<file path="src/rtl/mem_port_arbiter_pkg.sv">
// Shared encodings for the IF/LS memory port arbiter: FSM states,
// access owner and starvation counter width.
package mem_port_arbiter_pkg;

  typedef enum logic [1:0] {
    MEMARB_IDLE   = 2'd0,
    MEMARB_ACCESS = 2'd1,
    MEMARB_RESP   = 2'd2
  } memarb_state_e;

  typedef enum logic {
    OWNER_IF = 1'b0,
    OWNER_LS = 1'b1
  } memarb_owner_e;

  localparam int STARVE_CNT_W = 4;

endpackage

</file>
<file path="src/rtl/mem_arb_age_counter.sv">
// Saturating count of LS grants made while IF waits; limit_o tells the
// arbiter that IF must win the next arbitration.
module mem_arb_age_counter
  import mem_port_arbiter_pkg::*;
#(
  parameter int LIMIT = 4
) (
  input  logic clk,
  input  logic reset,
  input  logic inc_i,
  input  logic clr_i,
  output logic limit_o
);

  localparam logic [STARVE_CNT_W-1:0] LIMIT_C = STARVE_CNT_W'(LIMIT);

  logic [STARVE_CNT_W-1:0] cnt_q;
  logic [STARVE_CNT_W-1:0] cnt_d;

  // Next count: clear wins over increment, increment saturates at the limit
  always_comb begin
    cnt_d = cnt_q;
    if (clr_i) begin
      cnt_d = {STARVE_CNT_W{1'b0}};
    end else if (inc_i && (cnt_q < LIMIT_C)) begin
      cnt_d = cnt_q + 4'd1;
    end else begin
      cnt_d = cnt_q;
    end
  end

  // Counter register
  always_ff @(posedge clk) begin
    if (reset) begin
      cnt_q <= {STARVE_CNT_W{1'b0}};
    end else begin
      cnt_q <= cnt_d;
    end
  end

  assign limit_o = (cnt_q == LIMIT_C);

endmodule

</file>
<file path="src/rtl/mem_port_arbiter.sv">
// Shares one single-ported memory between instruction fetch and load/store;
// one registered access at a time, with flush-driven response dropping.
module mem_port_arbiter
  import mem_port_arbiter_pkg::*;
#(
  parameter int ADDR_WIDTH   = 32,
  parameter int DATA_WIDTH   = 32,
  parameter int STARVE_LIMIT = 4
) (
  input  logic                    clk,
  input  logic                    reset,
  input  logic                    if_req,
  input  logic [ADDR_WIDTH-1:0]   if_addr,
  input  logic                    if_flush,
  output logic                    if_rvalid,
  output logic [DATA_WIDTH-1:0]   if_rdata,
  output logic                    if_stall,
  input  logic                    ls_req,
  input  logic                    ls_we,
  input  logic [ADDR_WIDTH-1:0]   ls_addr,
  input  logic [DATA_WIDTH-1:0]   ls_wdata,
  input  logic [DATA_WIDTH/8-1:0] ls_be,
  output logic                    ls_rvalid,
  output logic [DATA_WIDTH-1:0]   ls_rdata,
  output logic                    ls_stall,
  output logic                    mem_req,
  output logic                    mem_we,
  output logic [ADDR_WIDTH-1:0]   mem_addr,
  output logic [DATA_WIDTH-1:0]   mem_wdata,
  output logic [DATA_WIDTH/8-1:0] mem_be,
  input  logic                    mem_ready,
  input  logic [DATA_WIDTH-1:0]   mem_rdata
);

  localparam int BE_W = DATA_WIDTH / 8;

  memarb_state_e           state_q, state_d;
  memarb_owner_e           owner_q, owner_d;
  logic                    drop_q, drop_d;
  logic                    mem_req_q, mem_req_d;
  logic                    mem_we_q, mem_we_d;
  logic [ADDR_WIDTH-1:0]   mem_addr_q, mem_addr_d;
  logic [DATA_WIDTH-1:0]   mem_wdata_q, mem_wdata_d;
  logic [BE_W-1:0]         mem_be_q, mem_be_d;
  logic                    if_rvalid_q, if_rvalid_d;
  logic                    ls_rvalid_q, ls_rvalid_d;
  logic [DATA_WIDTH-1:0]   if_rdata_q, if_rdata_d;
  logic [DATA_WIDTH-1:0]   ls_rdata_q, ls_rdata_d;

  logic if_ok_s;
  logic grant_if_s;
  logic grant_ls_s;
  logic starve_full_s;
  logic starve_inc_s;
  logic starve_clr_s;

  // A flushed fetch is never granted in the cycle the flush is seen
  assign if_ok_s      = if_req & ~if_flush;
  assign starve_inc_s = grant_ls_s & if_req;
  assign starve_clr_s = grant_if_s | ~if_req;

  mem_arb_age_counter #(
    .LIMIT (STARVE_LIMIT)
  ) u_age (
    .clk     (clk),
    .reset   (reset),
    .inc_i   (starve_inc_s),
    .clr_i   (starve_clr_s),
    .limit_o (starve_full_s)
  );

  // Arbitration, only evaluated while idle
  always_comb begin
    grant_if_s = 1'b0;
    grant_ls_s = 1'b0;
    if (state_q == MEMARB_IDLE) begin
      if (starve_full_s && if_ok_s) begin
        grant_if_s = 1'b1;
      end else if (ls_req) begin
        grant_ls_s = 1'b1;
      end else if (if_ok_s) begin
        grant_if_s = 1'b1;
      end else begin
        grant_if_s = 1'b0;
      end
    end else begin
      grant_ls_s = 1'b0;
    end
  end

  // FSM next state, request mux and response demux
  always_comb begin
    state_d     = state_q;
    owner_d     = owner_q;
    drop_d      = drop_q;
    mem_req_d   = mem_req_q;
    mem_we_d    = mem_we_q;
    mem_addr_d  = mem_addr_q;
    mem_wdata_d = mem_wdata_q;
    mem_be_d    = mem_be_q;
    if_rdata_d  = if_rdata_q;
    ls_rdata_d  = ls_rdata_q;
    if_rvalid_d = 1'b0;
    ls_rvalid_d = 1'b0;
    case (state_q)
      MEMARB_IDLE: begin
        if (grant_if_s) begin
          owner_d     = OWNER_IF;
          mem_req_d   = 1'b1;
          mem_we_d    = 1'b0;
          mem_addr_d  = if_addr;
          mem_wdata_d = {DATA_WIDTH{1'b0}};
          mem_be_d    = {BE_W{1'b1}};
          state_d     = MEMARB_ACCESS;
        end else if (grant_ls_s) begin
          owner_d     = OWNER_LS;
          mem_req_d   = 1'b1;
          mem_we_d    = ls_we;
          mem_addr_d  = ls_addr;
          mem_wdata_d = ls_wdata;
          mem_be_d    = ls_be;
          state_d     = MEMARB_ACCESS;
        end else begin
          state_d = MEMARB_IDLE;
        end
      end
      MEMARB_ACCESS: begin
        // A flush coinciding with mem_ready still drops the fetch response
        drop_d = drop_q | ((owner_q == OWNER_IF) & if_flush);
        if (mem_ready) begin
          mem_req_d = 1'b0;
          if (owner_q == OWNER_LS) begin
            ls_rdata_d = mem_we_q ? {DATA_WIDTH{1'b0}} : mem_rdata;
          end else begin
            if_rdata_d = mem_rdata;
          end
          if (drop_d) begin
            drop_d  = 1'b0;
            state_d = MEMARB_IDLE;
          end else begin
            if_rvalid_d = (owner_q == OWNER_IF);
            ls_rvalid_d = (owner_q == OWNER_LS);
            state_d     = MEMARB_RESP;
          end
        end else begin
          state_d = MEMARB_ACCESS;
        end
      end
      MEMARB_RESP: begin
        state_d = MEMARB_IDLE;
      end
      default: begin
        state_d   = MEMARB_IDLE;
        mem_req_d = 1'b0;
        drop_d    = 1'b0;
      end
    endcase
  end

  // State and output registers
  always_ff @(posedge clk) begin
    if (reset) begin
      state_q     <= MEMARB_IDLE;
      owner_q     <= OWNER_IF;
      drop_q      <= 1'b0;
      mem_req_q   <= 1'b0;
      mem_we_q    <= 1'b0;
      mem_addr_q  <= {ADDR_WIDTH{1'b0}};
      mem_wdata_q <= {DATA_WIDTH{1'b0}};
      mem_be_q    <= {BE_W{1'b0}};
      if_rvalid_q <= 1'b0;
      ls_rvalid_q <= 1'b0;
      if_rdata_q  <= {DATA_WIDTH{1'b0}};
      ls_rdata_q  <= {DATA_WIDTH{1'b0}};
    end else begin
      state_q     <= state_d;
      owner_q     <= owner_d;
      drop_q      <= drop_d;
      mem_req_q   <= mem_req_d;
      mem_we_q    <= mem_we_d;
      mem_addr_q  <= mem_addr_d;
      mem_wdata_q <= mem_wdata_d;
      mem_be_q    <= mem_be_d;
      if_rvalid_q <= if_rvalid_d;
      ls_rvalid_q <= ls_rvalid_d;
      if_rdata_q  <= if_rdata_d;
      ls_rdata_q  <= ls_rdata_d;
    end
  end

  assign mem_req   = mem_req_q;
  assign mem_we    = mem_we_q;
  assign mem_addr  = mem_addr_q;
  assign mem_wdata = mem_wdata_q;
  assign mem_be    = mem_be_q;
  assign if_rvalid = if_rvalid_q;
  assign ls_rvalid = ls_rvalid_q;
  assign if_rdata  = if_rdata_q;
  assign ls_rdata  = ls_rdata_q;
  assign if_stall  = if_req & ~if_rvalid_q;
  assign ls_stall  = ls_req & ~ls_rvalid_q;

endmodule

</file>
<file path="config.mk">
export PLATFORM = sky130hd
export DESIGN_NAME = mem_port_arbiter
export DESIGN_NICKNAME = d
export VERILOG_FILES = /design/src/rtl/mem_port_arbiter_pkg.sv /design/src/rtl/mem_arb_age_counter.sv /design/src/rtl/mem_port_arbiter.sv
export SDC_FILE = /design/constraint.sdc
export NUM_CORES = 1
export LEC_CHECK = 0
export ABC_AREA = 0
export ABC_CLOCK_PERIOD_IN_PS = 1600
export BUFFER_PORTS_ARGS = -buffer_cell sky130_fd_sc_hd__buf_2
export CORE_MARGIN = 5
export CORE_UTILIZATION = 43
export CTS_BUF_LIST = sky130_fd_sc_hd__clkbuf_2
export DETAILED_ROUTE_END_ITERATION = 8
export PLACE_DENSITY = 0.79
export SLEW_MARGIN = 20
export SYNTH_ARGS = -nofsm -noshare
export SYNTH_HDL_FRONTEND = slang
export SYNTH_SLANG_ARGS = --single-unit
</file>
<file path="constraint.sdc">
create_clock -name clk -period 1.6 [get_ports clk]
set_input_delay 0.16 -clock clk [delete_from_list [all_inputs] [get_ports clk]]
set_output_delay 0.16 -clock clk [all_outputs]
set_load 0.02 [all_outputs]
</file>
After elaboration in Yosys (flattened, before gate mapping)
Cells that the tools add are included.
- flip-flop bits (word level): 144
- bits in latches: 0
- RAM bits: 0
- ROM bits: 0
- input port bits: 139
- output and inout port bits: 138
- logic and storage cells: 74
- memories kept: 0
- $add $sub $neg: 1
- multiply operators: 0
- div/mod/pow operators: 0
- magnitude comparators: 1
- equality and inequality tests: 5
- shift operators: 0
- muxes and demuxes: 28
- bitwise logic cells: 15
- reductions and logical operators: 11
- operator list (operator ; number):
    $mux W32 ; 5
    $mux W1 ; 16
    $reduce_and A3 Y1 ; 3
    $mux W4 ; 2
    $not A1 Y1 ; 8
    $and A1 B1 Y1 ; 5
    $add A4 B1 Y4 const B ; 1
    $eq A4 B3 Y1 const B ; 1
    $lt A4 B3 Y1 const B ; 1
    $mux W2 ; 2
    $pmux W2 S2 ; 1
    $reduce_or A2 Y1 ; 2
    $reduce_or A4 Y1 ; 1
    $ne A3 B3 Y1 const B ; 1
    $pmux W1 S3 ; 1
    $eq A2 B1 Y1 const B ; 1
    $eq A2 B2 Y1 const B ; 1
    $logic_and A1 B1 Y1 ; 2
    $logic_not A2 Y1 ; 1
    $ne A2 B2 Y1 const B ; 1
    $or A1 B1 Y1 ; 2
    $pmux W1 S2 ; 1
    $reduce_and A2 Y1 ; 1
    $reduce_bool A2 Y1 ; 1

Depth between registers and ports, before layout
- word-level depth: 8
- gate-level depth with buffers: 8
- depth with buffers taken out: 6

Modules after synthesis
A second synthesis with hierarchy kept.
- cells, all modules: 642
- area, all modules: 5739.3 um^2
- by module, submodules not included (module ; instances ; cells each ; area each (um^2) ; seq. area each (um^2)):
    mem_port_arbiter ; 1 ; 622 ; 5530.3 ; 2802.7
    mem_arb_age_counter ; 1 ; 20 ; 209.0 ; 80.1

Worst setup path after synthesis
OpenSTA, ideal clock, no wires.
- kind: reg2reg
- start: reg u_age.cnt_q[0]
- end: reg mem_wdata_q[25], in the netlist mem_wdata[25]
- setup time: 65 ps
- arrival: 1556 ps
- required time: 1535 ps
- path slack: -21 ps
- stages on the path, launching flop included: 9
- buffers on the path: 2
- clock period less this slack: 1621 ps
- path through: dfxtp_1 -> inv_1 -> ha_1 -> and3b_4 -> a2111oi_4 -> buf_6 -> buf_6 -> a22oi_2 -> nor2_2
- word-level cells in the longest chain between the ends: 6
- elaborated cells on any way between the ends: 9
- those cells by class: 1 x eq/ne; 5 x mux; 3 x reduce/logical
- RTL lines (element ; RTL line ; RTL):
    start: declaration ; mem_arb_age_counter.sv:17 ; logic [STARVE_CNT_W-1:0] cnt_q;
    start signal: assignment ; mem_arb_age_counter.sv:35 ; cnt_q <= {STARVE_CNT_W{1'b0}};
    start signal: assignment ; mem_arb_age_counter.sv:37 ; cnt_q <= cnt_d;
    $eq A4 B3 Y1 (*) ; mem_arb_age_counter.sv:41 ; assign limit_o = (cnt_q == LIMIT_C);
    $logic_and A1 B1 Y1 (*) ; mem_port_arbiter.sv:77 ; if (starve_full_s && if_ok_s) begin
    $mux W1 ; mem_port_arbiter.sv:77 ;
    $mux W1 ; mem_port_arbiter.sv:76 ; if (state_q == MEMARB_IDLE) begin
    $reduce_bool A2 Y1 (no line) ; - ;
    $reduce_and A2 Y1 (no line) ; - ;
    end signal: assignment ; mem_port_arbiter.sv:169 ; mem_wdata_q <= {DATA_WIDTH{1'b0}};
    end signal: assignment ; mem_port_arbiter.sv:182 ; mem_wdata_q <= mem_wdata_d;
    end: declaration ; mem_port_arbiter.sv:43 ; logic [DATA_WIDTH-1:0] mem_wdata_q, mem_wdata_d;
Mark *: on every way between the ends. The rest lies on a longest branch, timed or not.
A chain may end at the register's enable or synchronous reset.

Worst setup path in the final report
- start: reg u_age.cnt_q[0]
- end: reg mem_addr_q[11], in the netlist mem_addr[11]
- word-level cells in the longest chain between the ends: 6
- elaborated cells on any way between the ends: 9
- those cells by class: 1 x eq/ne; 5 x mux; 3 x reduce/logical
- RTL lines (element ; RTL line ; RTL):
    $eq A4 B3 Y1 (*) ; mem_arb_age_counter.sv:41 ;
    $logic_and A1 B1 Y1 (*) ; mem_port_arbiter.sv:77 ;
    $mux W1 ; mem_port_arbiter.sv:77 ;
    $mux W1 ; mem_port_arbiter.sv:76 ;
    $reduce_bool A2 Y1 (no line) ; - ;
    $reduce_and A2 Y1 (no line) ; - ;
    end signal: assignment ; mem_port_arbiter.sv:168 ; mem_addr_q <= {ADDR_WIDTH{1'b0}};
    end signal: assignment ; mem_port_arbiter.sv:181 ; mem_addr_q <= mem_addr_d;
    end: declaration ; mem_port_arbiter.sv:42 ; logic [ADDR_WIDTH-1:0] mem_addr_q, mem_addr_d;
Marked as above.

==> metrics <==
failing checks negative setup slack; GRT Residual Overflow 0; CTS H-tree depth 4; initial antenna violation count 4; run status finished, violations left; vias per inst 5.48; clock latency on the worst-skew pair 0.72 ns; Routed wire per std cell 19.5 um; Slew HR 0.674; clk_skew ~0.038 ns; via count 6819; Slew Limit Fails 0; EDFF count, synth 0; post-synthesis register bit count 144; initial DRC count just under 700; pwr/cell area between 800 and 900 nW/um^2; Core ar. approximately 13000 um^2; largest net degree at the start of global routing 73; root buffer cell clkbuf_2; first-pass GRT wire length 32.5 mm; path type of the worst min-delay path input port to flip-flop; Critical Path RT around 2.2 ns; Mapped Avg Cell Area 8.59 um^2; P_sw 2510 uW; CTS Buffer Depth 2; Site Rows a little over 40; Worst R2R Setup Slack -0.33 ns; DRC viols 0; Mapped Cells 641; syn_nets just under 800; Slew @ Worst Pin 0.485 ns; Comb pwr share 0.259; DR pass1 iterations 8; FF-to-FF End mem_addr[11]; IR drop worst, VDD 519 uV; Syn-to-layout area delta 66.8%; kind of critical path flip-flop to flip-flop; FF-to-FF path depth 9; Reg clk slew, reported paths 0.19 ns; CTS sink count 144; Fin Hold WS roughly 0.22 ns; WL final 24.2 mm; fmax 0.519 GHz; LEAKAGE 0.00420 uW; fraction of the cycle the final worst path needs 1.20; Worst EP arrival about 2.5 ns; placer's final routability congestion estimate around 0.84; die area roughly 15000 um^2; die height approximately 120 um; vias in the first global route 6471; internal power about 5200 uW; Synth Cell Area about 5500 um^2; final setup fails 63; Setup WS pre-CTS -0.0698 ns; RSZ-0062 raised after global routing yes; All-Layer GR Usage 0.274; reg2reg start u_age.cnt_q[0]; Synth Warn # 0; PortBufs 276; final-layout fill cell count 853; clock share of power 0.232; crit path launch u_age.cnt_q[0]; CTS Buf Count 17; Yosys cell types 36; I/O pin count ~280; Routed Antenna Nets 0; Initial Utilization 0.438; post-detail-place hpwl 11.7 mm; Worst Setup Start Kind flip-flop; Nets 1200; Hold Vio Cnt, Final 0; TritonCTS clock tree done; Primary FF master, synth dfxtp_1; Seq pwr share 0.509; switching portion of total power 0.325; CP Capture Point mem_addr[11]; fin worst setup slack -0.328 ns; Worst Path Max Fanout 6; Worst setup EP type flip-flop; die width about 120 um; fin crit period 1.93 ns; Post-synth ARST share 0; share of layout cells above drive strength 1 0.404; max-cap violations 0; register area share after synthesis 0.524
## timing repair
item / 4_1_cts / 5_1_grt
hold buffers: 139 / 0
buffers inserted: 4 / 5
resized for setup: 15 / 72
cloned: 4 / 2
hold endpoints to repair: 144 / 0
setup endpoints to repair: 64 / 95
pin swaps: 1 / 14
## per-stage QoR
step                      power, uW  TNS, ns  cells  utilization  area, um^2
after CTS                      7510    -1.42   1235        0.706        8880
after global placement         5370   -0.248   1058        0.568        7130
final                          7740    -4.51   1244        0.731        9190
after detailed placement       5390    -1.41   1058        0.568        7130
after global routing           8050    -7.81   1244        0.731        9190
after floorplan                4810        0    641            -        5510
## registers in the layout (all words and copies together) (netlist names), 2 cells and up
register	flops
mem_wdata	32
mem_addr	32
state_q	2
mem_be	4
ls_rdata	32
if_rdata	32
u_age.cnt_q	4
## kinds of logic (layout without fill, tap and decap cells)
logic type               count (synthesis)  in the layout  synth area share
buffers and inverters                   62            491            0.0511
adder cells (fa/ha/maj)                  2              2           0.00454
AO/OA/AOI/OAI                          210            210             0.226
multiplexers                             1              1           0.00182
flip-flops                             144            144             0.524
other                                    0              2                 0
XOR/XNOR                                 1              1           0.00159
AND/OR/NAND/NOR                        221            221             0.191
## cell type report
class,count,area (um^2),share of cell area
timing repair buffer,451,3290,0.358
sequential,144,2890,0.315
inverter,10,37.5,0.00409
tap,172,215,0.0234
clock buffer,21,105,0.0114
antenna,2,5.00,0.000545
multi-input combinational,435,2570,0.280
clock inverter,9,70.1,0.00763
## worst max-delay path: stages, from the launching register on
cell and delay, ns:
dfxtp_2 0.37, inv_2 0.05, ha_4 0.15, and3b_4 0.20
buf_4 0.14, o21ai_4 0.27, buf_4 0.19, buf_6 0.12
nand2_1 0.08, a21oi_1 0.26
## per-layer routing
| layer | global-route usage | up-vias | share of wire |
|---|---|---|---|
| li1 | - | 3019 | - |
| met1 | 0.284 | 3132 | 0.34 |
| met2 | 0.477 | 502 | 0.49 |
| met3 | 0.0942 | 166 | 0.11 |
| met4 | 0.167 | 0 | 0.065 |
| met5 | 0 | - | 0 |
## power by group through the flow
| stage | Sequential (uW) | Clock, uW | Combinational, uW |
|---|---|---|---|
| 3_3_place_gp | 3980 | 0 | 1390 |
| 5_1_grt | 3950 | 2000 | 2100 |
| 2_1_floorplan | 4230 | 0 | 583 |
| 3_5_place_dp | 3980 | 0 | 1400 |
| 4_1_cts | 3910 | 1830 | 1760 |
| 6_report | 3930 | 1800 | 2000 |
## Yosys cell counts, types with 2 or more instances
| master | n | area [um^2] |
|---|---|---|
| a21oi_1 | 135 | 676 |
| a22oi_1 | 18 | 135 |
| a22oi_2 | 15 | 188 |
| buf_2 | 21 | 105 |
| buf_6 | 3 | 33.8 |
| clkbuf_1 | 27 | 101 |
| dfxtp_1 | 144 | 2880 |
| ha_1 | 2 | 25.0 |
| inv_1 | 10 | 37.5 |
| nand2_1 | 97 | 364 |
| nor2_1 | 59 | 221 |
| nor2_2 | 16 | 100 |
| nor2b_1 | 4 | 25.0 |
| nor3b_1 | 32 | 240 |
| o21a_1 | 2 | 15.0 |
| o21ai_0 | 36 | 180 |
## worst min path at each step
stage / start / end / slack, ns / cells past startpoint
after floorplan: reset / state_q[1] / 0.25 / 1
after global placement: ls_wdata[28] / mem_wdata[28] / 0.39 / 3
after detailed placement: ls_wdata[28] / mem_wdata[28] / 0.40 / 3
after CTS: ls_wdata[4] / mem_wdata[4] / 0.12 / 4
after global routing: ls_addr[29] / mem_addr[29] / 0.12 / 4
final: ls_wdata[1] / mem_wdata[1] / 0.22 / 4
## placed cells by master (no fill, tap or decap), types with 3 or more instances in the layout
| cell | count |
|---|---|
| buf_2 | 272 |
| dlygate4sd3_1 | 139 |
| dfxtp_1 | 138 |
| a21oi_1 | 111 |
| nand2_1 | 78 |
| nor2_1 | 57 |
| o21ai_0 | 36 |
| nor3b_1 | 32 |
| a21oi_2 | 24 |
| clkbuf_2 | 21 |
| a22oi_1 | 18 |
| buf_4 | 18 |
| nor2_2 | 17 |
| a22oi_2 | 15 |
| nand2_2 | 11 |
| inv_1 | 9 |
| buf_12 | 9 |
| nand2_4 | 8 |
| clkinv_2 | 5 |
| buf_6 | 5 |
| dfxtp_2 | 5 |
| nor2b_1 | 4 |
| buf_16 | 3 |
| buf_8 | 3 |
Power figures use the tool's default switching activity.
